`src/rtl/pipe_ctrl_pkg.sv`:
```
// Shared definitions for the pipeline hazard controller: state encoding,
// PC source / jump field codes and counter widths.
package pipe_ctrl_pkg;

   localparam int REG_W       = 5;
   localparam int JUMP_W      = 2;
   localparam int PC_SRC_W    = 2;
   localparam int WAIT_CNT_W  = 8;
   localparam int STALL_CNT_W = 3;
   localparam int PERF_W      = 32;

   typedef enum logic [1:0] {
      ST_RUN        = 2'b00,
      ST_LOAD_STALL = 2'b01,
      ST_MEM_WAIT   = 2'b10,
      ST_REDIRECT   = 2'b11
   } state_e;

   localparam logic [PC_SRC_W-1:0] PC_SRC_SEQ    = 2'b00;
   localparam logic [PC_SRC_W-1:0] PC_SRC_BRANCH = 2'b01;
   localparam logic [PC_SRC_W-1:0] PC_SRC_JUMP   = 2'b10;
   localparam logic [PC_SRC_W-1:0] PC_SRC_JR     = 2'b11;

   localparam logic [JUMP_W-1:0] JUMP_NONE = 2'b00;
   localparam logic [JUMP_W-1:0] JUMP_J    = 2'b01;
   localparam logic [JUMP_W-1:0] JUMP_JR   = 2'b10;

endpackage

```
`src/rtl/pipeline_hazard_ctrl_load_use_detect.sv`:
```
// Combinational load-use compare: the instruction in EX is a load whose
// destination is read by the instruction in ID. Register 0 never matches.
module load_use_detect
   import pipe_ctrl_pkg::*;
(
   input  logic             ex_mem_read,
   input  logic [REG_W-1:0] ex_reg_addr,
   input  logic [REG_W-1:0] id_rs,
   input  logic [REG_W-1:0] id_rt,
   input  logic             id_uses_rs,
   input  logic             id_uses_rt,
   output logic             hazard
);

   // hazard when a live source operand matches a pending load destination
   always_comb begin
      hazard = ex_mem_read && (ex_reg_addr != '0) &&
               ((id_uses_rs && (ex_reg_addr == id_rs)) ||
                (id_uses_rt && (ex_reg_addr == id_rt)));
   end

endmodule

```
`src/rtl/pipeline_hazard_ctrl.sv`:
```
// Stall / flush / redirect sequencer for the 5-stage pipeline.
// Optional build macro HAZARD_PERF_EN adds stall and flush event counters.
//
// state         | meaning
// --------------+-------------------------------------------------------
// ST_RUN        | normal flow, all banks load
// ST_LOAD_STALL | holding PC/IF_ID, bubbling ID_EX for a load-use hazard
// ST_MEM_WAIT   | data memory busy, whole pipe frozen
// ST_REDIRECT   | one cycle after a taken branch/jump, load-use masked
module pipeline_hazard_ctrl
   import pipe_ctrl_pkg::*;
#(
   parameter int unsigned LOAD_STALL_CYC = 1,
   parameter int unsigned MEM_TIMEOUT    = 255
) (
   input  logic                clk,
   input  logic                rst,
   input  logic [REG_W-1:0]    id_rs,
   input  logic [REG_W-1:0]    id_rt,
   input  logic                id_uses_rs,
   input  logic                id_uses_rt,
   input  logic                ex_MemRead,
   input  logic [REG_W-1:0]    ex_regAddr,
   input  logic                mem_Branch,
   input  logic                mem_ALU_zero,
   input  logic [JUMP_W-1:0]   mem_Jump,
   input  logic                mem_access,
   input  logic                mem_busy,
   output logic                pc_write,
   output logic                if_id_write,
   output logic                id_ex_write,
   output logic                ex_mem_write,
   output logic                if_id_flush,
   output logic                id_ex_flush,
   output logic                ex_mem_flush,
   output logic [PC_SRC_W-1:0] pc_src,
`ifdef HAZARD_PERF_EN
   output logic [PERF_W-1:0]   perf_stall_cnt,
   output logic [PERF_W-1:0]   perf_flush_cnt,
`endif
   output logic                err_timeout
);

   localparam logic [STALL_CNT_W:0]  STALL_LAST = (STALL_CNT_W+1)'(LOAD_STALL_CYC);
   localparam logic [WAIT_CNT_W-1:0] WAIT_LIMIT = WAIT_CNT_W'(MEM_TIMEOUT);

   state_e                  state_q, state_d;
   logic [STALL_CNT_W-1:0]  stall_cnt_q, stall_cnt_d;
   logic [WAIT_CNT_W-1:0]   wait_cnt_q, wait_cnt_d;
   logic                    err_q, err_d;
   logic [STALL_CNT_W:0]    stall_nxt;
   logic                    lu_hazard;
   logic                    jump_taken, branch_taken, frozen;

   load_use_detect u_load_use_detect (
      .ex_mem_read (ex_MemRead),
      .ex_reg_addr (ex_regAddr),
      .id_rs       (id_rs),
      .id_rt       (id_rt),
      .id_uses_rs  (id_uses_rs),
      .id_uses_rt  (id_uses_rt),
      .hazard      (lu_hazard)
   );

   // next state, counters and Mealy outputs; priority wait > redirect > load-use
   always_comb begin
      state_d      = state_q;
      stall_cnt_d  = stall_cnt_q;
      wait_cnt_d   = wait_cnt_q;
      err_d        = err_q;
      pc_write     = 1'b1;
      if_id_write  = 1'b1;
      id_ex_write  = 1'b1;
      ex_mem_write = 1'b1;
      if_id_flush  = 1'b0;
      id_ex_flush  = 1'b0;
      ex_mem_flush = 1'b0;
      pc_src       = PC_SRC_SEQ;
      stall_nxt    = {1'b0, stall_cnt_q} + 1'b1;

      jump_taken   = (mem_Jump == JUMP_J) || (mem_Jump == JUMP_JR);
      branch_taken = mem_Branch && mem_ALU_zero;
      // once waiting, only mem_busy keeps the freeze going
      frozen       = (state_q == ST_MEM_WAIT) ? mem_busy : (mem_access && mem_busy);

      if (frozen) begin
         pc_write     = 1'b0;
         if_id_write  = 1'b0;
         id_ex_write  = 1'b0;
         ex_mem_write = 1'b0;
         state_d      = ST_MEM_WAIT;
         stall_cnt_d  = '0;
         // saturate so a very long wait cannot wrap back below the limit
         if (wait_cnt_q != '1) wait_cnt_d = wait_cnt_q + 1'b1;
         if (wait_cnt_d == WAIT_LIMIT) err_d = 1'b1;
      end else begin
         wait_cnt_d = '0;
         if (jump_taken || branch_taken) begin
            if_id_flush  = 1'b1;
            id_ex_flush  = 1'b1;
            ex_mem_flush = 1'b1;
            if (mem_Jump == JUMP_JR)     pc_src = PC_SRC_JR;
            else if (mem_Jump == JUMP_J) pc_src = PC_SRC_JUMP;
            else                         pc_src = PC_SRC_BRANCH;
            state_d     = ST_REDIRECT;
            stall_cnt_d = '0;
         end else if ((state_q == ST_LOAD_STALL) ||
                      ((state_q != ST_REDIRECT) && lu_hazard)) begin
            // the detecting cycle is the first bubble of the stall
            pc_write    = 1'b0;
            if_id_write = 1'b0;
            id_ex_flush = 1'b1;
            if (stall_nxt >= STALL_LAST) begin
               state_d     = ST_RUN;
               stall_cnt_d = '0;
            end else begin
               state_d     = ST_LOAD_STALL;
               stall_cnt_d = stall_nxt[STALL_CNT_W-1:0];
            end
         end else begin
            state_d = ST_RUN;
         end
      end

      // reset holds every bank in bubble regardless of state
      if (!rst) begin
         pc_write     = 1'b0;
         if_id_write  = 1'b0;
         id_ex_write  = 1'b0;
         ex_mem_write = 1'b0;
         if_id_flush  = 1'b1;
         id_ex_flush  = 1'b1;
         ex_mem_flush = 1'b1;
         pc_src       = PC_SRC_SEQ;
      end
   end

   // state, counters and sticky timeout flag
   always_ff @(posedge clk or negedge rst) begin
      if (!rst) begin
         state_q     <= ST_RUN;
         stall_cnt_q <= '0;
         wait_cnt_q  <= '0;
         err_q       <= 1'b0;
      end else begin
         state_q     <= state_d;
         stall_cnt_q <= stall_cnt_d;
         wait_cnt_q  <= wait_cnt_d;
         err_q       <= err_d;
      end
   end

   assign err_timeout = err_q;

`ifdef HAZARD_PERF_EN
   logic [PERF_W-1:0] perf_stall_q, perf_stall_d;
   logic [PERF_W-1:0] perf_flush_q, perf_flush_d;

   // count PC-hold cycles and redirects; both wrap naturally
   always_comb begin
      perf_stall_d = perf_stall_q;
      perf_flush_d = perf_flush_q;
      if (!pc_write)    perf_stall_d = perf_stall_q + 1'b1;
      if (ex_mem_flush) perf_flush_d = perf_flush_q + 1'b1;
   end

   // performance counter registers
   always_ff @(posedge clk or negedge rst) begin
      if (!rst) begin
         perf_stall_q <= '0;
         perf_flush_q <= '0;
      end else begin
         perf_stall_q <= perf_stall_d;
         perf_flush_q <= perf_flush_d;
      end
   end

   assign perf_stall_cnt = perf_stall_q;
   assign perf_flush_cnt = perf_flush_q;
`endif

endmodule

```
`config.mk`:
```
export PLATFORM = sky130hd
export DESIGN_NAME = pipeline_hazard_ctrl
export DESIGN_NICKNAME = d
export VERILOG_FILES = /design/src/rtl/pipe_ctrl_pkg.sv /design/src/rtl/pipeline_hazard_ctrl_load_use_detect.sv /design/src/rtl/pipeline_hazard_ctrl.sv
export SDC_FILE = /design/constraint.sdc
export NUM_CORES = 1
export LEC_CHECK = 0
export BUFFER_PORTS_ARGS = -buffer_cell sky130_fd_sc_hd__buf_2
export CELL_PAD_IN_SITES_DETAIL_PLACEMENT = 1
export CELL_PAD_IN_SITES_GLOBAL_PLACEMENT = 1
export CORE_ASPECT_RATIO = 0.5
export CORE_MARGIN = 5
export CORE_UTILIZATION = 32
export DETAILED_ROUTE_END_ITERATION = 8
export GPL_TIMING_DRIVEN = 0
export PLACE_DENSITY_LB_ADDON = 0.1
export SLEW_MARGIN = 15
export SYNTH_ARGS = -nofsm -noshare
export SYNTH_HDL_FRONTEND = slang
export SYNTH_SLANG_ARGS = --single-unit
```
`constraint.sdc`:
```
create_clock -name clk -period 1.86 [get_ports clk]
set_input_delay 0 -clock clk [delete_from_list [all_inputs] [get_ports clk]]
set_output_delay 0 -clock clk [all_outputs]
set_load 0.005 [all_outputs]
```
==> results of run 1 <==
power by group through the flow:
stage	clock, mW	sequential, mW	combinational, mW
4_1_cts	0.322	0.327	0.187
5_1_grt	0.339	0.333	0.220
6_report	0.311	0.331	0.195
3_5_place_dp	0	0.332	0.178
2_1_floorplan	0	0.329	0.101
3_3_place_gp	0	0.331	0.174
what timing repair did:
item / in CTS / in global routing
gates resized for setup: 7 / 4
pin swaps: 0 / 1
endpoints found under the setup margin: 8 / 3
buffers inserted: 0 / 2
endpoints found under the hold margin: 14 / 0
hold buffers: 1 / 0
cell type report:
class	instances	area (µm²)	area share, %
clock buffer	4	55.1	3.72
tap	51	63.8	4.31
timing repair buffer	38	200	13.5
multi-input combinational	108	734	49.6
inverter	6	22.5	1.52
buffer	8	52.6	3.55
sequential	14	352	23.8
flip-flops by register name, summed over array words and instances (netlist names):
signal	cells
state_q	2
stall_cnt_q	3
err_timeout	1
wait_cnt_q	8
through the flow:
stage | area [µm²] | hold slack [ns] | instances | TNS, ns
after global placement | 1360 | -0.0583 | 222 | -0.213
after global routing | 1480 | 0.221 | 229 | -0.0254
after detailed placement | 1360 | -0.0599 | 222 | -0.283
final | 1480 | 0.201 | 229 | 0
after floorplan | 1120 | -0.296 | 136 | 0
after CTS | 1450 | 0.214 | 227 | 0
how the worst max path moves through the flow:
stage	start	end	slack [ns]	cells past startpoint
2_1_floorplan	wait_cnt_q[0]$_DFF_PN0_	err_timeout$_DFFE_PN0P_	0.12	6
3_3_place_gp	state_q[1]$_DFF_PN0_	pc_write	-0.10	8
3_5_place_dp	state_q[1]$_DFF_PN0_	pc_write	-0.13	8
4_1_cts	wait_cnt_q[0]$_DFF_PN0_	err_timeout$_DFFE_PN0P_	0.02	7
5_1_grt	state_q[1]$_DFF_PN0_	pc_write	-0.02	8
6_report	wait_cnt_q[0]$_DFF_PN0_	err_timeout$_DFFE_PN0P_	0.06	6
metal layers:
metal / wire [µm] / share of wire, % / global-route usage, %
met1: 1470 / 46 / 17.0
met2: 1550 / 48 / 27.5
met3: 158 / 4.9 / 3.90
met4: 32 / 1.0 / 2.88
met5: 0 / 0 / 0
placed cells by master, fill, tap and decap left out, types with 2 or more instances in the layout:
| cell type | n |
|---|---|
| a211oi_1 | 2 |
| a21oi_1 | 3 |
| a311oi_1 | 2 |
| a31oi_1 | 4 |
| and2_1 | 3 |
| and3_1 | 3 |
| buf_2 | 36 |
| buf_4 | 5 |
| clkbuf_1 | 2 |
| clkbuf_8 | 5 |
| dfrtp_1 | 13 |
| ha_1 | 3 |
| inv_1 | 5 |
| mux2i_1 | 2 |
| nand2_1 | 14 |
| nand3_1 | 7 |
| nand4_1 | 5 |
| nor2_1 | 8 |
| nor2b_1 | 2 |
| nor3_1 | 5 |
| o21a_1 | 3 |
| o21ai_0 | 6 |
| o22ai_1 | 2 |
| or3_1 | 3 |
| xnor2_1 | 13 |
kinds of logic after synthesis:
family | after synthesis | synth area share (%)
muxes | 2 | 1.79
buffers and inverters | 14 | 5.81
adders and majority gates | 4 | 4.47
AOI/OAI and AO/OA | 27 | 15.9
xor gates and xnor gates | 14 | 10.9
DFF | 14 | 31.3
and+or+nand+nor | 61 | 29.8
==> flow_metrics.tcl, run 1 <==
set metrics [dict create \
    fin_util_pct 43.6 \
    slowest_stage "dfrtp_2" \
    coreArea_um2 3400 \
    floorplan.initialDensity_pct 33.0 \
    dieArea_um2 4850 \
    dpl.hpwl_um 2410 \
    power_mw 0.836 \
    start_kind "register" \
    seqPwrFrac_pct 39.6 \
    cp_num_buf_inv 0 \
    vias 1149 \
    synthCells 136 \
    final.period_utilization_pct 97.0 \
    crit_family "compound AO/OA/AOI/OAI gates" \
    critPathKind "register to register" \
    area_delta_synth_final_pct 32.2 \
    hold_violations 0 \
    yosysWarningCount 0 \
    ant_nets 0 \
    setup_ws_ns 0.0565 \
    ys_ff_latch 14 \
    ff2ff_setup_slack_ns 0.06 \
    wl_um 3210 \
    p_int_mw 0.600 \
    ys_async_sr_fraction_pct 100 \
    drc 0 \
    worstPathRequired_ns 2.02 \
    setup_viol 0 \
    switching_share_pct 28.2 \
    die_w_um 93.7 \
    path_max_fanout 9 \
    routedWlPerCell_um 14.0 \
    p_comb_share_pct 23.3 \
    irDropWorstVdd_v 0.000252 \
    rows 15 \
    crit_chain "ha_4 -> or3b_2 -> o22ai_1 -> a32o_1 -> a311oi_1 -> a211oi_1" \
    drive_above_1_share_pct 29.8 \
    grt_pass1_vias 1241 \
    r2r_end "err_timeout$_DFFE_PN0P_" \
    grtUsageTotal_pct 14.6 \
    power.switching_mw 0.236 \
    yosysTopAreaCellShare_pct 31.3 \
    antenna_found_initial 0 \
    drt_iter0_drc 10 \
    synth_area_um2 1120 \
    rr_worst_depth 6 \
    worst_pin_slew_ns 0.545 \
    synth.avg_cell_area_um2 8.23 \
    crit_arrival_ns 1.97 \
    rsz0062_at_grt "true" \
    synth.distinct_cells 40 \
    fin_crit_ns 1.80 \
    drtPass1Iterations 3 \
    synth_area_leaders "dfrtp_1 31%, xnor2_1 10%, nand2_1 4.7%, ha_1 4.5%, nand3_1 3.1%" \
    clock_skew_ns 0.000863 \
    p_leak_nw 0.642 \
    io_buffers 35 \
    synth_top_cells_by_count "14 x dfrtp_1, 14 x nand2_1, 13 x xnor2_1, 8 x nor2_1" \
    clk_pin_slew_ns 0.06 \
    ys.flop_type "dfrtp_1" \
    drv_cap 0 \
    via_per_inst 5.02 \
    ys_seq_area_share_pct 31.3 \
    max_stage_delay_ns 0.46 \
    n_fill_cell 438 \
    synth-edff-count 0 \
    routabilityCongestion 0.776 \
    place_ws_ns -0.128 \
    fin_nets 209 \
    root_buffer "clkbuf_8" \
    slew_headroom_pct 63.4 \
    fmax_ghz 0.554 \
    die_h_um 51.8 \
    numCtsBuffers 3 \
    gr-total-overflow 0 \
    tritoncts "done" \
    synth.net_count 166 \
    io_pins 36 \
    cellPowerDensity_nw_per_um2 565 \
    synth_top_area_cell "dfrtp_1" \
    cts_buffer_depth 2 \
    htreeDepth 1 \
    num_antenna_cells 0 \
    cp-end-kind "register" \
    power_frac_clock_pct 37.2 \
    r2r-start "wait_cnt_q[0]$_DFF_PN0_" \
    final_max_slew_viol_count 0 \
    clk_latency_ns 0.25 \
    grt_pass1_wl_um 5610 \
    hold_path_class "primary input to async pin" \
    outcome "complete, no violations" \
    cts_sinks 14 \
    grt_max_degree 17 \
]
Power figures use the tool's default switching activity.
==> inputs of run 2 (changes only) <==
--- a/config.mk
+++ b/config.mk
@@ -5,15 +5,17 @@
 export SDC_FILE = /design/constraint.sdc
 export NUM_CORES = 1
 export LEC_CHECK = 0
+export ABC_AREA = 1
 export BUFFER_PORTS_ARGS = -buffer_cell sky130_fd_sc_hd__buf_2
 export CELL_PAD_IN_SITES_DETAIL_PLACEMENT = 1
 export CELL_PAD_IN_SITES_GLOBAL_PLACEMENT = 1
 export CORE_ASPECT_RATIO = 0.5
 export CORE_MARGIN = 5
-export CORE_UTILIZATION = 32
+export CORE_UTILIZATION = 30
 export DETAILED_ROUTE_END_ITERATION = 8
 export GPL_TIMING_DRIVEN = 0
 export PLACE_DENSITY_LB_ADDON = 0.1
+export SKIP_LAST_GASP = 1
 export SLEW_MARGIN = 15
 export SYNTH_ARGS = -nofsm -noshare
 export SYNTH_HDL_FRONTEND = slang
==> run 2 against run 1 <==
Effect of this change:
- synthesized cell count up 29%
- worst hold slack worse by 0.15 ns
- via count up 0.26%
- sequential power down 3%
- final area down 4.1%
- register-to-register slack better by 0.27 ns
- largest power group unchanged
- non-clock buffer count down 6
- first-iteration DRC count up 110%
- die area up 5.2%
- synthesized area down 0.45%
- combinational power down 14%
==> flow_metrics.tcl, run 2 <==
set metrics [dict create \
    yosysWarningCount 0 \
    yosysTopAreaCellShare_pct 31.4 \
    ys_async_sr_fraction_pct 100 \
    grtUsageTotal_pct 11.8 \
    area_delta_synth_final_pct 27.3 \
    fin_util_pct 40.4 \
    dieArea_um2 5110 \
    synth_top_area_cell "dfrtp_1" \
    dpl.hpwl_um 2360 \
    tritoncts "done" \
    num_antenna_cells 0 \
    routabilityCongestion 0.764 \
    path_max_fanout 17 \
    multi_input_area_um2 602 \
    final.period_utilization_pct 88.5 \
    cp_num_buf_inv 6 \
    power_frac_clock_pct 38.2 \
    antenna_found_initial 0 \
    crit_arrival_ns 1.65 \
    ff2ff_setup_slack_ns 0.33 \
    drv_cap 0 \
    min_from "mem_busy" \
    irDropWorstVdd_v 0.000386 \
    final_common_cell "nand2_1" \
    floorplan.initialDensity_pct 31.8 \
    r2r_end "err_timeout$_DFFE_PN0P_" \
    final_max_slew_viol_count 0 \
    top_regs "wait_cnt_q x8, stall_cnt_q x3, state_q x2" \
    worst_pin_slew_ns 0.392 \
    register_area_um2 350 \
    outcome "complete, no violations" \
    fmax_ghz 0.608 \
    vias 1152 \
    p_comb_share_pct 21.2 \
    synth_area_leaders "dfrtp_1 31%, nand2_1 20%, inv_1 12%, nor2_1 6.7%, nand3_1 5.8%" \
    crit_chain "dlygate4sd3_1 -> buf_2 -> inv_1 -> nor2_1 -> inv_1 -> a21oi_1 -> buf_4 -> buf_2" \
    p_int_mw 0.574 \
    largest_reg_flops 8 \
    root_buffer "clkbuf_8" \
    n_fill_cell 489 \
    rr_worst_depth 10 \
    slowest_stage "dlygate4sd3_1" \
    routedWlPerCell_um 10.5 \
    largest-register "wait_cnt_q" \
    highest_layer "met4" \
    seqPwrFrac_pct 40.6 \
    drtPass1Iterations 4 \
    drt_iter0_drc 21 \
    ys.flop_type "dfrtp_1" \
    hold_path_class "primary input to register" \
    synth-edff-count 0 \
    clk_pin_slew_ns 0.06 \
    synthCells 176 \
    p_leak_nw 0.876 \
    hold_path_end "state_q[1]$_DFF_PN0_" \
    start_kind "primary input" \
    synth.avg_cell_area_um2 6.33 \
    rows 15 \
    die_h_um 53.1 \
    route.met2.wl_um 1360 \
    cp-end-kind "output pin" \
    slew_headroom_pct 73.7 \
    dpl.cell_count 262 \
    crit_family "buffers and inverters" \
    cellPowerDensity_nw_per_um2 557 \
    drc 0 \
    synth_area_um2 1110 \
    r2r-start "wait_cnt_q[0]$_DFF_PN0_" \
    numCtsBuffers 3 \
    synth.distinct_cells 21 \
    synth_top_cells_by_count "59 x nand2_1, 36 x inv_1, 20 x nor2_1, 14 x dfrtp_1, 13 x nand3_1" \
    postPlaceCellArea_um2 1350 \
    layout_common_cells "59 x nand2_1, 36 x inv_1, 36 x buf_2" \
    holdPathStages 3 \
    clock_skew_ns 0.00412 \
    cts_resized 0 \
    critPathKind "primary input to output pin" \
    via_per_inst 4.31 \
    wl_met3_um 174 \
    worstPathRequired_ns 1.86 \
    die_w_um 96.2 \
    io_pins 36 \
    wl_um 2800 \
    yosysMostFrequentCell "nand2_1" \
    whs_ns 0.0539 \
    rsz0062_at_grt "false" \
    final_area_um2 1420 \
    ys_ff_latch 14 \
    synth.net_count 206 \
    grt_max_degree 18 \
    switching_share_pct 27.4 \
    fin_nets 247 \
    ant_nets 0 \
    m1WireLength_um 1250 \
    drive_above_1_share_pct 23.6 \
    coreArea_um2 3510 \
    grt_pass1_wl_um 4740 \
    gr-total-overflow 0 \
    tns_ns 0 \
    htreeDepth 1 \
    setup_viol 0 \
    fin_crit_ns 1.65 \
    grt_pass1_vias 1152 \
    max_stage_delay_ns 0.52 \
    ys_seq_area_share_pct 31.4 \
    hold_violations 0 \
    cts_sinks 14 \
    cts_buffer_depth 2 \
    clk_latency_ns 0.25 \
    power.switching_mw 0.217 \
    io_buffers 35 \
    final_cells 267 \
]
-- run 2: cell types whose count changed in the layout (fill, tap and decap cells not counted), moves of 4 or more --
| cell | previous run | this run |
|---|---|---|
| nand2_1 | 14 | 59 |
| nor2_1 | 8 | 20 |
| nand3_1 | 7 | 13 |
| inv_1 | 5 | 36 |
| nor3_1 | 5 | 1 |
| xnor2_1 | 13 | 0 |
| o21ai_0 | 6 | 0 |
-- run 2: worst max path at each step --
stage,from,to,slack [ns],cells after the start
CTS,rst,pc_write,0.16,8
floorplan,wait_cnt_q[0]$_DFF_PN0_,err_timeout$_DFFE_PN0P_,0.47,10
global placement,wait_cnt_q[0]$_DFF_PN0_,err_timeout$_DFFE_PN0P_,0.35,10
detailed placement,wait_cnt_q[0]$_DFF_PN0_,err_timeout$_DFFE_PN0P_,0.32,10
global route,rst,pc_write,0.03,8
finish,rst,pc_write,0.21,8
-- run 2: final cells by class --
class                           count  share of cell area (%)
Multi-Input combinational cell    122                    42.4
Sequential cell                    14                    24.7
Clock buffer                        4                    3.88
Timing Repair Buffer               36                    13.1
Tap cell                           51                    4.50
Inverter                           36                    9.52
Buffer                              4                    1.94
-- run 2: repair_timing --
| item | in CTS | in global routing |
|---|---|---|
| hold buffers | 1 | 0 |
| setup endpoints to repair | 0 | 0 |
| buffers inserted | 0 | 0 |
| endpoints found under the hold margin | 14 | 0 |
-- run 2: worst register-to-register path, delay by kind of cell, from the launching register on --
family | cells | cell delay [ns]
and+or+nand+nor | 7 | 0.51
adders and majority gates | 1 | 0.24
buffers and inverters | 1 | 0.08
DFF | 1 | 0.42
xor gates and xnor gates | 1 | 0.18
-- run 2: kinds of logic after synthesis --
logic type,synth area share [%]
and+or+nand+nor,41.9
xor gates and xnor gates,1.57
adders and majority gates,4.49
DFF,31.4
AOI/OAI and AO/OA,6.06
buffers and inverters,14.6
-- run 2: metal layers --
metal	up-vias	GRT usage, %
met2	18	23.2
met3	2	3.55
met1	520	12.7
met5	-	0
met4	0	2.12
li1	612	-
-- run 2: stage by stage --
step	worst slack, ns	power (mW)
after floorplan	0.472	0.420
after global placement	0.347	0.493
after detailed placement	0.316	0.497
after CTS	0.158	0.807
after global routing	0.0295	0.851
final	0.215	0.791
-- run 2: power by group through the flow --
| stage | combinational [mW] | sequential, mW | clock [mW] |
|---|---|---|---|
| after global placement | 0.167 | 0.326 | 0 |
| after CTS | 0.173 | 0.321 | 0.313 |
| final | 0.167 | 0.321 | 0.302 |
| after detailed placement | 0.170 | 0.327 | 0 |
| after global routing | 0.195 | 0.322 | 0.334 |
| after floorplan | 0.0956 | 0.325 | 0 |
